File: config.mk
export PLATFORM = sky130hd
export DESIGN_NAME = ex_fsm_mc
export DESIGN_NICKNAME = d
export VERILOG_FILES = /design/src/rtl/ex_fsm_mc.sv
export SDC_FILE = /design/constraint.sdc
export NUM_CORES = 1
export LEC_CHECK = 0
export ABC_AREA = 0
export CAP_MARGIN = 10
export CORE_ASPECT_RATIO = 1.2
export CORE_UTILIZATION = 35
export DETAILED_ROUTE_END_ITERATION = 10
export PLACE_DENSITY_LB_ADDON = 0.15
export SETUP_SLACK_MARGIN = 0.5
export SYNTH_ARGS = -nofsm -noshare
export SYNTH_HDL_FRONTEND = slang
export SYNTH_SLANG_ARGS = --single-unit
File: constraint.sdc
create_clock -name sclk -period 2.2 [get_ports sclk]
set_clock_uncertainty 0.2 [all_clocks]
set_input_delay 0.22 -clock sclk [delete_from_list [all_inputs] [get_ports sclk]]
set_output_delay 0.22 -clock sclk [all_outputs]
set_load 0.03 [all_outputs]
File: src/rtl/ex_fsm_mc.sv
// ex_fsm_mc: CH independent glitch-filtered IDLE->START->STOP->CLEAR sequencers with per-state timeout.
// Defining EX_FSM_MC_CNT_EN builds per-channel 8-bit completed-cycle counters on cyc_cnt.
module ex_fsm_mc #(
   parameter int CH       = 4,
   parameter int FILT_CYC = 3,
   parameter int TMO_CYC  = 1000,
   parameter int TMO_W    = 16
) (
   input  logic            sclk,
   input  logic            rst_n,
   input  logic [CH-1:0]   A,
   output logic [CH-1:0]   k1,
   output logic [CH-1:0]   k2,
   output logic [CH-1:0]   done,
   output logic [CH-1:0]   tmo,
   output logic [CH-1:0]   busy,
   output logic [CH*8-1:0] cyc_cnt
);

   typedef enum logic [3:0] {
      IDLE  = 4'b0001,
      START = 4'b0010,
      STOP  = 4'b0100,
      CLEAR = 4'b1000
   } state_e;

   localparam int FC_W = (FILT_CYC > 1) ? $clog2(FILT_CYC) : 1;

   for (genvar i = 0; i < CH; i++) begin : g_ch
      state_e state_q, state_d;
      logic   k1_q, k1_d, k2_q, k2_d;
      logic   done_q, done_d, tmo_q, tmo_d, busy_q, busy_d;
      logic   aq_s, trans_s, active_s, tmo_hit_s;

      if (FILT_CYC == 0) begin : g_nofilt
         assign aq_s = A[i];
      end else begin : g_filt
         logic            aq_q, aq_d;
         logic [FC_W-1:0] fc_q, fc_d;

         // A change on A is accepted only after FILT_CYC consecutive differing samples
         always_comb begin
            aq_d = aq_q;
            fc_d = fc_q;
            if (A[i] != aq_q) begin
               if (fc_q == FC_W'(FILT_CYC - 1)) begin
                  aq_d = A[i];
                  fc_d = {FC_W{1'b0}};
               end else begin
                  fc_d = fc_q + FC_W'(1);
               end
            end else begin
               fc_d = {FC_W{1'b0}};
            end
         end

         always_ff @(posedge sclk or negedge rst_n) begin
            if (!rst_n) begin
               aq_q <= 1'b0;
               fc_q <= {FC_W{1'b0}};
            end else begin
               aq_q <= aq_d;
               fc_q <= fc_d;
            end
         end

         assign aq_s = aq_q;
      end

      // Legal-transition request for the current state; an illegal encoding never requests one
      always_comb begin
         case (state_q)
            IDLE:    trans_s = aq_s;
            START:   trans_s = ~aq_s;
            STOP:    trans_s = aq_s;
            CLEAR:   trans_s = ~aq_s;
            default: trans_s = 1'b0;
         endcase
      end

      assign active_s = (state_q == START) || (state_q == STOP) || (state_q == CLEAR);

      if (TMO_CYC > 0) begin : g_tmo
         logic [TMO_W-1:0] tc_q, tc_d;

         // A legal transition in the expiry cycle takes priority over the timeout
         assign tmo_hit_s = active_s && !trans_s && (tc_q == TMO_W'(TMO_CYC - 1));

         always_comb begin
            if ((state_d != state_q) || (state_q == IDLE)) begin
               tc_d = {TMO_W{1'b0}};
            end else begin
               tc_d = tc_q + TMO_W'(1);
            end
         end

         always_ff @(posedge sclk or negedge rst_n) begin
            if (!rst_n) begin
               tc_q <= {TMO_W{1'b0}};
            end else begin
               tc_q <= tc_d;
            end
         end
      end else begin : g_notmo
         assign tmo_hit_s = 1'b0;
      end

      always_comb begin
         state_d = state_q;
         k1_d    = k1_q;
         k2_d    = k2_q;
         done_d  = 1'b0;
         tmo_d   = 1'b0;
         if (tmo_hit_s) begin
            state_d = IDLE;
            k1_d    = 1'b0;
            k2_d    = 1'b0;
            tmo_d   = 1'b1;
         end else if (trans_s) begin
            case (state_q)
               IDLE: begin
                  state_d = START;
                  k1_d    = 1'b0;
               end
               START: state_d = STOP;
               STOP: begin
                  state_d = CLEAR;
                  k1_d    = 1'b1;
                  k2_d    = 1'b1;
               end
               CLEAR: begin
                  state_d = IDLE;
                  k2_d    = 1'b0;
                  done_d  = 1'b1;
               end
               default: state_d = IDLE;
            endcase
         end else if (!active_s && (state_q != IDLE)) begin
            state_d = IDLE;
         end else begin
            state_d = state_q;
         end
      end

      assign busy_d = (state_d != IDLE);

      always_ff @(posedge sclk or negedge rst_n) begin
         if (!rst_n) begin
            state_q <= IDLE;
            k1_q    <= 1'b0;
            k2_q    <= 1'b0;
            done_q  <= 1'b0;
            tmo_q   <= 1'b0;
            busy_q  <= 1'b0;
         end else begin
            state_q <= state_d;
            k1_q    <= k1_d;
            k2_q    <= k2_d;
            done_q  <= done_d;
            tmo_q   <= tmo_d;
            busy_q  <= busy_d;
         end
      end

      assign k1[i]   = k1_q;
      assign k2[i]   = k2_q;
      assign done[i] = done_q;
      assign tmo[i]  = tmo_q;
      assign busy[i] = busy_q;

`ifdef EX_FSM_MC_CNT_EN
      logic [7:0] cnt_q, cnt_d;

      // Only completed sequences count; the 8-bit counter wraps naturally
      always_comb begin
         if (done_d) begin
            cnt_d = cnt_q + 8'd1;
         end else begin
            cnt_d = cnt_q;
         end
      end

      always_ff @(posedge sclk or negedge rst_n) begin
         if (!rst_n) begin
            cnt_q <= 8'd0;
         end else begin
            cnt_q <= cnt_d;
         end
      end

      assign cyc_cnt[8*i +: 8] = cnt_q;
`else
      assign cyc_cnt[8*i +: 8] = 8'd0;
`endif
   end

endmodule

==> results of run 1 <==
sequential cells by signal, summed over array words and instances, names as in the netlist:
register and cells:
g_ch.busy_q 4, g_ch.k2_q 4, g_ch.state_q 16, g_ch.k1_q 4, g_ch.tmo_q 4, g_ch.g_tmo.tc_q 64
g_ch.g_filt.fc_q 8, g_ch.done_q 4, g_ch.aq_s 4
logic make-up after synthesis:
logic type	after synthesis
AO/OA/AOI/OAI	70
adder cells (fa/ha/maj)	4
XOR/XNOR	52
flip-flops	112
buffers and inverters	97
other	1
AND/OR/NAND/NOR	294
multiplexers	3
routing by layer:
layer  GRT usage, %  vias to the layer above
met3          3.318                       20
met4          5.602                        0
met1          18.50                     2341
met2          24.50                       92
li1               -                     2308
met5              0                        -
power by group:
part / total [mW] / switching, mW / internal, mW
clock network: 1.68 / 0.758 / 0.919
registers: 2.75 / 0.377 / 2.37
logic: 2.12 / 1.14 / 0.986
worst min path at each step:
stage / depth (start not counted) / startpoint / slack, ns / endpoint
final: 2 / rst_n / 0.11 / g_ch[1].g_filt.fc_q[0]
after global routing: 2 / rst_n / 0.12 / g_ch[1].g_filt.fc_q[0]
after CTS: 2 / rst_n / 0.11 / g_ch[1].g_filt.fc_q[0]
after detailed placement: 1 / rst_n / -0.05 / g_ch[1].g_filt.fc_q[0]
after global placement: 1 / rst_n / -0.06 / g_ch[1].g_filt.fc_q[0]
after floorplan: 0 / rst_n / -0.28 / g_ch[0].aq_s
per-stage QoR:
stage | instance area (sq um) | setup WS, ns | util (%) | total power [mW] | hold WS (ns)
4_1_cts | 7236 | 0.2530 | 42.45 | 6.229 | 0.1089
5_1_grt | 7950 | 0.1666 | 46.64 | 6.945 | 0.1224
2_1_floorplan | 6399 | 0.2027 | - | 4.182 | -0.2756
3_3_place_gp | 6415 | 0.1156 | 37.63 | 4.347 | -0.05951
3_5_place_dp | 6415 | 0.09296 | 37.63 | 4.389 | -0.05080
6_report | 7950 | 0.2303 | 46.64 | 6.544 | 0.1065
layout make-up:
| type | instances | area [sq um] | area share (%) |
|---|---|---|---|
| Inverter | 14 | 52.55 | 0.6610 |
| Sequential cell | 112 | 2831 | 35.62 |
| Clock buffer | 10 | 239.0 | 3.006 |
| Timing Repair Buffer | 113 | 982.2 | 12.35 |
| Clock inverter | 6 | 68.82 | 0.8656 |
| Multi-Input combinational cell | 456 | 3506 | 44.10 |
| Tap cell | 216 | 270.3 | 3.399 |
cells in the mapped netlist (all sizes together) (2+ instances only):
library cell,count
dfrtp,108
nor2,70
buf,66
nand3,32
xor2,28
nand2,27
a21oi,24
xnor2,24
nand4,23
nor3,21
nand2b,18
clkbuf,17
nor2b,17
inv,14
nor4,13
o31ai,13
and3,12
o21ai,12
nor4bb,10
nor4b,9
or4,9
or3,7
nor3b,6
and4,5
a211oi,4
dfstp,4
ha,4
and2,3
and3b,3
mux2,3
nand3b,3
a2111oi,2
a2bb2oi,2
o21bai,2
or4b,2
worst max-delay path: cells and delay by family (launching register included):
kind / cells / cell delay (ns)
AND/OR/NAND/NOR: 4 / 1.21
flip-flops: 1 / 0.43
repair_timing:
action / CTS / global route
setup buffers: 40 / 33
cloned: 3 / 1
endpoints found under the setup margin: 106 / 90
pin swaps: 21 / 26
resized for setup: 84 / 100
hold buffers: 1 / 0
hold endpoints to repair: 109 / 0
==> flow_metrics.py, run 1 <==
metrics = {
    "sta": {
        "post-route-period-util_pct": 89.53,
        "setup_viol": 0,
        "setup_tns_ns": 0,
        "slew_viol_final": 0,
        "max_freq_ghz": 0.5077,
        "period_needed_ns": 1.970,
        "hold_violations": 0,
        "rsz0062_at_grt": "true",
    },
    "global_routing": {
        "grt_pass1_wl_microns": 21580,
        "track_usage_pct": 14.76,
        "grt_antenna_before_repair": 0,
        "overflow": 0,
        "first_global_vias": 4579,
        "grt_max_degree": 52,
    },
    "clocking": {
        "h-tree-depth": 3,
        "clockBufferDepth": 2,
        "insertion_delay_ns": 0.35,
        "path_clk_slew_ns": 0.07,
        "root_buffer": "clkbuf_16",
        "cts.sinks": 112,
        "cts_made_buffers": 9,
        "cts_tree": "done",
    },
    "hold_path": {
        "hold_path.class": "in -> async",
    },
    "outcome": {
        "outcome": "finished, final reports clean",
    },
    "route": {
        "wl_met3_microns": 394,
        "routed_wl_microns": 13150,
        "wl_per_cell_microns": 14.19,
        "wl_met1_microns": 5781,
        "via_count": 4761,
        "drc_errors": 0,
        "dr_wl_met2_microns": 6749,
        "drt_pass1_iterations": 4,
        "highest_layer": "met4",
        "viasPerCell": 5.136,
        "antenna_left": 0,
        "drtIter0Drc": 236,
    },
    "floorplan": {
        "die_width_microns": 123.3,
        "io_pins": 58,
        "start_util_pct": 36.24,
        "row_count": 52,
        "die_y_microns": 147.5,
        "die_area_sq_um": 18190,
        "core_sq_um": 17050,
    },
    "synth": {
        "synthMuxAreaShare_pct": 0.5468,
        "yosysTopAreaCell": "dfrtp_1",
        "synth_seq_cells": 112,
        "synth_top_family_by_area": "simple AND/OR/NAND/NOR gates",
        "synth-adder-area-share_pct": 0.8100,
        "ys_seq_area_share_pct": 45.44,
        "yosys.area_share.simple_pct": 28.51,
        "yosys-top-cells-area": "dfrtp_1, buf_4, xor2_1",
        "syn_inst": 633,
        "post_synth.cell_area_avg_sq_um": 9.761,
        "synth_edf_count": 0,
        "ys.flop_type": "dfrtp_1",
        "synth-compound-area-share_pct": 7.432,
        "synth_cell_types": 63,
        "async_flop_share_pct": 100.0,
        "ys_warn_count": 0,
        "synth_top_cell_area_share_pct": 43.74,
        "synth_area_sq_um": 6178,
        "synth-xor-area-share_pct": 7.371,
    },
    "setup_path": {
        "cp.required_ns": 2.22,
        "arrival_ns": 1.99,
        "worstSetupStartpoint": "g_ch[0].g_tmo.tc_q[12]",
        "crit_path_top_delay_cell": "or4_1",
        "critPathCaptureType": "flop",
        "critPathCapture": "g_ch[0].busy_q",
        "critPathMaxStageDelay_ns": 0.50,
        "reg2reg_slack_ns": 0.23,
        "worstSetupPathType": "reg -> reg",
        "crit_fanout": 5,
        "worstRegToRegCells": 4,
        "crit_path_cell_trace": "nor4_4, nand4_4, and2b_1, or4_1",
        "reg2reg_to": "g_ch[0].busy_q",
        "cp-start-kind": "flop",
        "timing.rr.start": "g_ch[0].g_tmo.tc_q[12]",
    },
    "run": {
        "cap_violations": 0,
    },
    "finish": {
        "fin_nets": 716,
        "most-common-layout-cells": "dfrtp_1, buf_4, nor2_1, conb_1, xor2_1",
        "n_fill_cell": 1632,
        "drive_gt1_share_pct": 34.74,
        "diodes": 0,
        "area_growth_pct": 28.68,
        "finalNonFillerCells": 927,
        "final_common_cell": "dfrtp_1",
    },
    "placed_design": {
        "place_inst": 833,
        "dp_hpwl_microns": 7746,
        "routabilityCongestion": 0.7904,
        "port_buffers": 25,
    },
    "power": {
        "ir_drop_mv": 0.4558,
        "p_per_area_nw_per_um2": 823.2,
        "p_leak_nw": 3.207,
    },
}
(Power assumes the default switching activity.)
==> run 2, diff against run 1 <==
--- a/config.mk
+++ b/config.mk
@@ -9,6 +9,7 @@
 export CAP_MARGIN = 10
 export CORE_ASPECT_RATIO = 1.2
 export CORE_UTILIZATION = 35
+export CTS_BUF_LIST = sky130_fd_sc_hd__clkbuf_8
 export DETAILED_ROUTE_END_ITERATION = 10
 export PLACE_DENSITY_LB_ADDON = 0.15
 export SETUP_SLACK_MARGIN = 0.5
==> flow_metrics.py, run 2 (synthesis results as in run 1) <==
metrics = {
    "clocking": {
        "clockBufferDepth": 2,
        "cts.sinks": 112,
        "path_clk_slew_ns": 0.11,
        "cts_made_buffers": 9,
        "insertion_delay_ns": 0.38,
        "cts_tree": "done",
        "root_buffer": "clkbuf_8",
        "h-tree-depth": 3,
    },
    "floorplan": {
        "row_count": 52,
        "core_sq_um": 17050,
        "io_pins": 58,
        "die_area_sq_um": 18190,
        "start_util_pct": 36.24,
        "die_y_microns": 147.5,
        "die_width_microns": 123.3,
    },
    "power": {
        "p_leak_nw": 3.196,
        "finalPower_mw": 6.101,
        "ir_drop_mv": 0.4123,
        "p_per_area_nw_per_um2": 775.6,
    },
    "setup_path": {
        "timing.rr.start": "g_ch[0].g_tmo.tc_q[12]",
        "crit_fanout": 5,
        "critPathCapture": "g_ch[0].busy_q",
        "worstSetupPathType": "reg -> reg",
        "critPathMaxStageDelay_ns": 0.50,
        "critPathCaptureType": "flop",
        "arrival_ns": 2.05,
        "cp_num_cells": 4,
        "crit_path_top_delay_cell": "or4_1",
        "crit_path_cell_trace": "nor4_4, nand4_4, and2b_1, or4_1",
        "critPathTopFamily": "simple AND/OR/NAND/NOR gates",
        "crit_buf_inv": 0,
        "worstRegToRegCells": 4,
        "cp-start-kind": "flop",
        "worstSetupStartpoint": "g_ch[0].g_tmo.tc_q[12]",
        "cp.required_ns": 2.26,
        "reg2reg_to": "g_ch[0].busy_q",
        "reg2reg_slack_ns": 0.22,
    },
    "sta": {
        "rsz0062_at_grt": "true",
        "slew_viol_final": 0,
        "post-route-period-util_pct": 90.11,
        "setup_tns_ns": 0,
        "setup_viol": 0,
        "max_freq_ghz": 0.5044,
        "period_needed_ns": 1.982,
        "hold_violations": 0,
    },
    "finish": {
        "final_common_cell": "dfrtp_1",
        "diodes": 0,
        "most-common-layout-cells": "dfrtp_1, buf_4, conb_1, nor2_1, xor2_1",
        "fin_nets": 723,
        "drive_gt1_share_pct": 35.38,
        "post-route-util_pct": 46.15,
        "top_register": "g_ch.g_tmo.tc_q",
        "final_cell_area_sq_um": 7866,
        "largestRegisters": "g_ch.g_tmo.tc_q: 64 flops, g_ch.state_q: 16 flops, g_ch.g_filt.fc_q: 8 flops",
        "area_growth_pct": 27.32,
        "largest_reg_flops": 64,
    },
    "route": {
        "viasPerCell": 5.110,
        "wl_per_cell_microns": 14.18,
        "drtIter0Drc": 148,
        "routed_wl_microns": 13240,
        "via_count": 4773,
        "drt_pass1_iterations": 4,
        "drc_errors": 0,
        "antenna_left": 0,
    },
    "placed_design": {
        "routabilityCongestion": 0.7904,
        "dp_hpwl_microns": 7746,
        "port_buffers": 25,
        "place_area_sq_um": 6415,
    },
    "hold_path": {
        "hold_path.class": "in -> async",
    },
    "global_routing": {
        "first_global_vias": 4653,
        "track_usage_pct": 14.72,
        "grt_max_degree": 52,
        "grt_pass1_wl_microns": 21720,
        "overflow": 0,
        "grt_antenna_before_repair": 0,
    },
    "outcome": {
        "outcome": "finished, final reports clean",
    },
    "run": {
        "cap_violations": 0,
    },
}
## run 2: routing by layer
| layer | up-vias | routed length, microns | global-route usage, % |
|---|---|---|---|
| li1 | 2302 | - | - |
| met1 | 2370 | 5830 | 18.40 |
| met2 | 82 | 6846 | 25.11 |
| met3 | 19 | 318 | 2.122 |
| met4 | 0 | 249 | 6.084 |
| met5 | - | 0 | 0 |
## run 2: metrics by stage
step / instances / hold slack, ns / worst slack [ns]
after floorplan: 664 / -0.2756 / 0.2027
after global placement: 833 / -0.05951 / 0.1156
after detailed placement: 833 / -0.05080 / 0.09296
after global routing: 934 / 0.08385 / 0.1483
after CTS: 899 / 0.06278 / 0.2477
final: 934 / 0.06987 / 0.2176
## run 2: where the power goes
| part | switching, mW | internal (mW) | leakage [nW] |
|---|---|---|---|
| combinational | 1.15 | 0.963 | 1.61 |
| sequential | 0.347 | 2.37 | 1.49 |
| clock | 0.716 | 0.562 | 0.102 |
## run 2: timing repair
item,CTS,global route
gates resized for setup,94,86
endpoints found under the hold margin,109,0
hold buffers,1,0
setup buffers,46,34
cloned,3,1
endpoints found under the setup margin,106,91
pin swaps,22,25
## run 2: worst min path at each step
stage	slack, ns	start	depth (start not counted)	endpoint
4_1_cts	0.06	rst_n	2	g_ch[1].g_filt.fc_q[0]
6_report	0.07	rst_n	2	g_ch[1].g_filt.fc_q[0]
3_5_place_dp	-0.05	rst_n	1	g_ch[1].g_filt.fc_q[0]
2_1_floorplan	-0.28	rst_n	0	g_ch[0].aq_s
3_3_place_gp	-0.06	rst_n	1	g_ch[1].g_filt.fc_q[0]
5_1_grt	0.08	rst_n	2	g_ch[1].g_filt.fc_q[0]
## run 2: worst reg2reg max path, stage by stage (launching register included)
cell and delay, ns:
dfrtp_2 0.44, nor4_4 0.35, nand4_4 0.17, and2b_1 0.20, or4_1 0.50
## run 2: area by class of cell
cell class	count	area (sq um)
Sequential cell	112	2830
Timing Repair Buffer	120	1031
Clock inverter	6	68.82
Tap cell	216	270.3
Inverter	14	52.55
Fill cell	1637	9180
Clock buffer	10	137.6
Multi-Input combinational cell	456	3476
